### src/rtl/uart_tx_serializer_if.sv
// +--------------------------------------------------------------------------+
// | uart_tx_serializer_if : encoder <-> UART transmit stage handshake bundle |
// | Revision 1.0 - initial release                                           |
// +--------------------------------------------------------------------------+
`default_nettype none

interface uart_tx_serializer_if;
  logic       Tx_EN;
  logic       Tx_WR;
  logic [7:0] Tx_DATA;
  logic [3:0] cur_state;
  logic       TxD;
  logic       Tx_BUSY;
  logic       Tx_DONE;

  modport master (
    output Tx_EN, Tx_WR, Tx_DATA,
    input  cur_state, TxD, Tx_BUSY, Tx_DONE
  );

  modport slave (
    input  Tx_EN, Tx_WR, Tx_DATA,
    output cur_state, TxD, Tx_BUSY, Tx_DONE
  );
endinterface

`default_nettype wire

### src/rtl/uart_tx_serializer.sv
// +--------------------------------------------------------------------------+
// | uart_tx_serializer : latches one byte, sends start/8N/[parity]/stop(s)    |
// | Option macro: UART_TX_PARITY_EN (even parity bit after D7)                |
// | Revision 1.0 - initial release                                           |
// +--------------------------------------------------------------------------+
`default_nettype none

module uart_tx_serializer #(
  parameter int BAUD_DIV  = 16,
  parameter int STOP_BITS = 1
) (
  input  wire logic             clk,
  input  wire logic             reset,
  uart_tx_serializer_if.slave   tx
);

  localparam int               CNT_W    = $clog2(BAUD_DIV);
  localparam logic [CNT_W-1:0] CNT_LAST = CNT_W'(BAUD_DIV - 1);

  localparam logic [3:0] ST_IDLE   = 4'd0;
  localparam logic [3:0] ST_START  = 4'd1;
  localparam logic [3:0] ST_D0     = 4'd2;
  localparam logic [3:0] ST_D7     = 4'd9;
`ifdef UART_TX_PARITY_EN
  localparam logic [3:0] ST_PARITY = 4'd10;
`endif
  localparam logic [3:0] ST_STOP1  = 4'd11;
  localparam logic [3:0] ST_STOP2  = 4'd12;

  logic [3:0]       r_state;
  logic [3:0]       w_state_nxt;
  logic [CNT_W-1:0] r_cnt;
  logic [7:0]       r_shift;
  logic             w_bit_end;
  logic             w_accept;
  logic [2:0]       w_bit_idx;
  logic             w_txd;
  logic             w_busy;
  logic             w_done;

  assign w_bit_end = (r_cnt == CNT_LAST);
  assign w_accept  = (r_state == ST_IDLE) && tx.Tx_WR && tx.Tx_EN;
  assign w_bit_idx = 3'(r_state - ST_D0);

  always_ff @(posedge clk) begin
    if (!reset) begin
      r_state <= ST_IDLE;
    end else begin
      r_state <= w_state_nxt;
    end
  end

  // Baud counter restarts on every state change so each state lasts BAUD_DIV clks.
  always_ff @(posedge clk) begin
    if (!reset) begin
      r_cnt   <= '0;
      r_shift <= '0;
    end else begin
      if ((r_state == ST_IDLE) || (w_state_nxt != r_state)) begin
        r_cnt <= '0;
      end else begin
        r_cnt <= r_cnt + 1'b1;
      end
      if (w_accept) begin
        r_shift <= tx.Tx_DATA;
      end
    end
  end

  always_comb begin
    w_state_nxt = r_state;
    case (r_state)
      ST_IDLE: begin
        if (w_accept) begin
          w_state_nxt = ST_START;
        end
      end
      ST_D7: begin
        if (w_bit_end) begin
`ifdef UART_TX_PARITY_EN
          w_state_nxt = ST_PARITY;
`else
          w_state_nxt = ST_STOP1;
`endif
        end
      end
`ifdef UART_TX_PARITY_EN
      ST_PARITY: begin
        if (w_bit_end) begin
          w_state_nxt = ST_STOP1;
        end
      end
`endif
      ST_STOP1: begin
        if (w_bit_end) begin
          w_state_nxt = (STOP_BITS == 2) ? ST_STOP2 : ST_IDLE;
        end
      end
      ST_STOP2: begin
        if ((STOP_BITS != 2) || w_bit_end) begin
          w_state_nxt = ST_IDLE;
        end
      end
      default: begin
        // START and D0..D6 simply step to the next encoding; anything else recovers to IDLE.
        if ((r_state >= ST_START) && (r_state < ST_D7)) begin
          if (w_bit_end) begin
            w_state_nxt = r_state + 4'd1;
          end
        end else begin
          w_state_nxt = ST_IDLE;
        end
      end
    endcase
  end

  always_comb begin
    w_txd  = 1'b1;
    w_busy = 1'b0;
    w_done = 1'b0;
    case (r_state)
      ST_IDLE: begin
        w_txd = 1'b1;
      end
      ST_START: begin
        w_txd  = 1'b0;
        w_busy = 1'b1;
      end
`ifdef UART_TX_PARITY_EN
      ST_PARITY: begin
        w_txd  = ^r_shift;
        w_busy = 1'b1;
      end
`endif
      ST_STOP1: begin
        w_busy = 1'b1;
        w_done = w_bit_end && (STOP_BITS != 2);
      end
      ST_STOP2: begin
        if (STOP_BITS == 2) begin
          w_busy = 1'b1;
          w_done = w_bit_end;
        end
      end
      default: begin
        if ((r_state >= ST_D0) && (r_state <= ST_D7)) begin
          w_txd  = r_shift[w_bit_idx];
          w_busy = 1'b1;
        end
      end
    endcase
  end

  assign tx.cur_state = r_state;
  assign tx.TxD       = w_txd;
  assign tx.Tx_BUSY   = w_busy;
  assign tx.Tx_DONE   = w_done;

endmodule

`default_nettype wire

### src/flat_wrapper.sv
// flat-port wrapper written by rule: the top's interface ports become plain ports
module uart_tx_serializer_flat 
#(
  parameter int BAUD_DIV  = 16,
  parameter int STOP_BITS = 1
)
  (clk, reset, tx_Tx_EN, tx_Tx_WR, tx_Tx_DATA, tx_cur_state, tx_TxD, tx_Tx_BUSY, tx_Tx_DONE);
  uart_tx_serializer_if tx_i ();
  input  wire logic clk;
  input  wire logic reset;
  input wire logic [$bits(tx_i.Tx_EN)-1:0] tx_Tx_EN;
  input wire logic [$bits(tx_i.Tx_WR)-1:0] tx_Tx_WR;
  input wire logic [$bits(tx_i.Tx_DATA)-1:0] tx_Tx_DATA;
  output wire logic [$bits(tx_i.cur_state)-1:0] tx_cur_state;
  output wire logic [$bits(tx_i.TxD)-1:0] tx_TxD;
  output wire logic [$bits(tx_i.Tx_BUSY)-1:0] tx_Tx_BUSY;
  output wire logic [$bits(tx_i.Tx_DONE)-1:0] tx_Tx_DONE;
  assign tx_i.Tx_EN = tx_Tx_EN;
  assign tx_i.Tx_WR = tx_Tx_WR;
  assign tx_i.Tx_DATA = tx_Tx_DATA;
  assign tx_cur_state = tx_i.cur_state;
  assign tx_TxD = tx_i.TxD;
  assign tx_Tx_BUSY = tx_i.Tx_BUSY;
  assign tx_Tx_DONE = tx_i.Tx_DONE;
  uart_tx_serializer #(.BAUD_DIV(BAUD_DIV), .STOP_BITS(STOP_BITS)) u_core (.clk(clk), .reset(reset), .tx(tx_i));
endmodule
### config.mk
export PLATFORM = sky130hd
export DESIGN_NAME = uart_tx_serializer_flat
export DESIGN_NICKNAME = d
export VERILOG_FILES = /design/src/rtl/uart_tx_serializer_if.sv /design/src/rtl/uart_tx_serializer.sv /design/src/flat_wrapper.sv
export SDC_FILE = /design/constraint.sdc
export NUM_CORES = 1
export LEC_CHECK = 0
export ABC_AREA = 1
export BUFFER_PORTS_ARGS = -buffer_cell sky130_fd_sc_hd__buf_2
export CORE_AREA = 5 5 77 58
export CTS_CLUSTER_DIAMETER = 150
export DETAILED_ROUTE_END_ITERATION = 8
export DIE_AREA = 0 0 82 63
export SLEW_MARGIN = 10
export SYNTH_ARGS = -nofsm -noshare
export SYNTH_HDL_FRONTEND = slang
export SYNTH_SLANG_ARGS = --single-unit
### constraint.sdc
create_clock -name clk -period 1.6 [get_ports clk]
set_input_delay 0.08 -clock clk [delete_from_list [all_inputs] [get_ports clk]]
set_output_delay 0.08 -clock clk [all_outputs]
set_load 0.02 [all_outputs]
==> run metrics <==
HPWL after DPL 2250 um; crit share post-route 108%; maxcap violations 0; Bufs on Longest Clock Path 2; footprint of the multi-input gates 774 um^2; diode count 0; DR vias 1,165; RSZ-0062 raised after global routing yes; Final GP Congestion 0.872; Fill cells 394; gr ovfl total 0; #FFs+latches synth 16; CTS tree done; die area 5170 um^2; total CTS buffers 3; Synth Warn # 0; worst-path fanout max 4; largest net degree at the start of global routing 10; final WL 3130 um; max_slew headroom 85.2%; max frequency 581 MHz; maximum vdd drop 0.000310 V; actual slew at the worst max-slew pin 0.222 ns; Worst Path Required 1.79 ns; final hold violation count 0; Final ANT Viol Nets 0; failing checks setup timing; Total GRT Usage 12.3%; Core Util, Final 45.3%; CP endpoint kind flop; sequential area share after synthesis 30.5%; Net count, final 230; WS Path Type flop to flop; Yosys cell types 22; synthesis-to-finish area growth 60.0%; Syn Area/Cell 6.74 um^2; Worst Skew 0.00410 ns; area leader, netlist dfxtp_1; run status finished, violations left; vias in the first global route 1,110; Initial DRT Pass Iterations 4; Initial Util 28.3%; Max Slew Vio Count 0; number of I/O pins 19; cells after synthesis 156; syn nets 176; # DRC 0; type of the tightest min-delay check input pin to flop; fraction of post-synthesis cell area in the top cell type by area 30.5%; Power Density 593 nW/um^2; later-pin clock latency in the skew report 0.25 ns; Floorplan Core Area 3710 um^2; total power 997 uW; Avg Vias per Cell 4.46; Worst-path clk slew 0.07 ns; clk sink count 16; Die Y-Extent 63 um; H-tree levels 1; initial antenna violation count 0; share of layout cells above drive strength 1 49.3%; Leak 0.000758 uW; Reg area 333 um^2; # rows 19; Iteration-0 DRC Markers 80; post-route minimum period 1.72 ns; final setup margin -0.122 ns; Root Driver clkbuf_8; count of buffers from port buffering 18; die width 82 um; routed length per instance 12.0 um; Worst EP arrival 1.91 ns; Mapped Area 1050 um^2; final setup fails 6; critical path launch point type flop; hold_buf cts 0; largest cells by area after synthesis dfxtp_1, nand2_1, ha_1; first-pass GRT wire length 5020 um
==> metrics by stage <==
step | TNS [ns] | instances | area, um^2 | hold WS, ns | setup slack, ns
3_5_place_dp | -0.340 | 250 | 1400 | 0.365 | -0.100
3_3_place_gp | -0.161 | 250 | 1400 | 0.360 | -0.0528
2_1_floorplan | 0 | 156 | 1060 | 0.218 | 0.0240
5_1_grt | -1.22 | 261 | 1680 | 0.131 | -0.229
4_1_cts | -0.402 | 256 | 1530 | 0.102 | -0.108
6_report | -0.555 | 261 | 1680 | 0.0906 | -0.122
==> synthesized netlist by cell type <==
library cell / count
nand3_2: 3
nand2_1: 27
ha_1: 8
nand3_1: 14
nand4_1: 1
nand2_2: 4
xnor2_1: 1
nand3b_1: 1
xor2_1: 2
dfxtp_1: 16
nor2_2: 1
nor2_1: 16
nor2_4: 1
o21ai_1: 2
inv_1: 20
a21o_1: 1
inv_2: 2
a21oi_1: 18
buf_6: 1
o21ai_0: 14
nor3_1: 1
buf_2: 2
==> state kept, by name (all words and copies together) (netlist names) <==
| register | flops |
|---|---|
| u_core.r_cnt | 4 |
| u_core.tx.cur_state | 4 |
| u_core.r_shift | 8 |
==> final cells by class <==
cell class / instances / share of cell area, %
multi-input cells: 115 / 46.1
repair buffers: 52 / 21.9
flip-flops and latches: 16 / 19.8
inverters: 22 / 5.06
well taps: 52 / 3.87
clock buffers: 4 / 3.27
==> routing by layer <==
metal  up-vias  global-route usage [%]  routed length (um)
met5         -                       0                   0
met4         0                    3.11                  48
met3         4                    1.87                 104
met2        26                    19.0                1400
met1       521                    17.7                1580
li1        614                       -                   -
==> logic make-up (layout without fill, tap and decap cells) <==
group | Yosys count | count (layout) | share of synthesized area [%]
simple gates | 69 | 69 | 30.7
compound gates | 35 | 35 | 16.9
buf+inv | 25 | 78 | 9.88
flops | 16 | 16 | 30.5
fa+ha+maj | 8 | 8 | 9.52
xor+xnor | 3 | 3 | 2.50
==> power breakdown <==
group          total (uW)  switching, uW  internal [uW]  leakage (uW)
Sequential            426           11.0            415      0.000134
Combinational         207            109           98.5      0.000595
Clock                 363            145            218     0.0000288
Total                 997            265            732      0.000758
==> worst paths after layout <==
path / cells past startpoint / start / slack, ns / to
worst max register to register: 12 / u_core.tx.cur_state[0] / -0.12 / u_core.r_cnt[3]
worst min-delay path: 3 / tx_Tx_DATA[3] / 0.09 / u_core.r_shift[3]
worst max-delay path: 12 / u_core.tx.cur_state[0] / -0.12 / u_core.r_cnt[3]
worst min register to register: 2 / u_core.r_shift[3] / 0.45 / u_core.r_shift[3]
==> layout by cell type, fill, tap and decap left out, drive strengths merged <==
| cell | count |
|---|---|
| a21o | 1 |
| a21oi | 18 |
| buf | 52 |
| clkbuf | 4 |
| dfxtp | 16 |
| ha | 8 |
| inv | 22 |
| nand2 | 31 |
| nand3 | 17 |
| nand3b | 1 |
| nand4 | 1 |
| nor2 | 18 |
| nor3 | 1 |
| o21ai | 16 |
| xnor2 | 1 |
| xor2 | 2 |
==> critical path, cell delays in order (launching register included) <==
cell and delay (ns):
dfxtp_4 0.38, inv_2 0.06, ha_4 0.16, buf_6 0.13, nand2_8 0.08, nand2_2 0.06
nor2_4 0.14, nand3_1 0.14, nand3_1 0.10, nand2_1 0.07, nor2_2 0.13, nand2_2 0.09
nor2_1 0.11
==> what timing repair did <==
item	CTS	global route
setup buffers	2	6
gates cloned	0	0
pin swaps	5	24
endpoints found under the setup margin	6	17
gates resized for setup	15	40
Note: power is estimated with default switching activity, not from simulation.
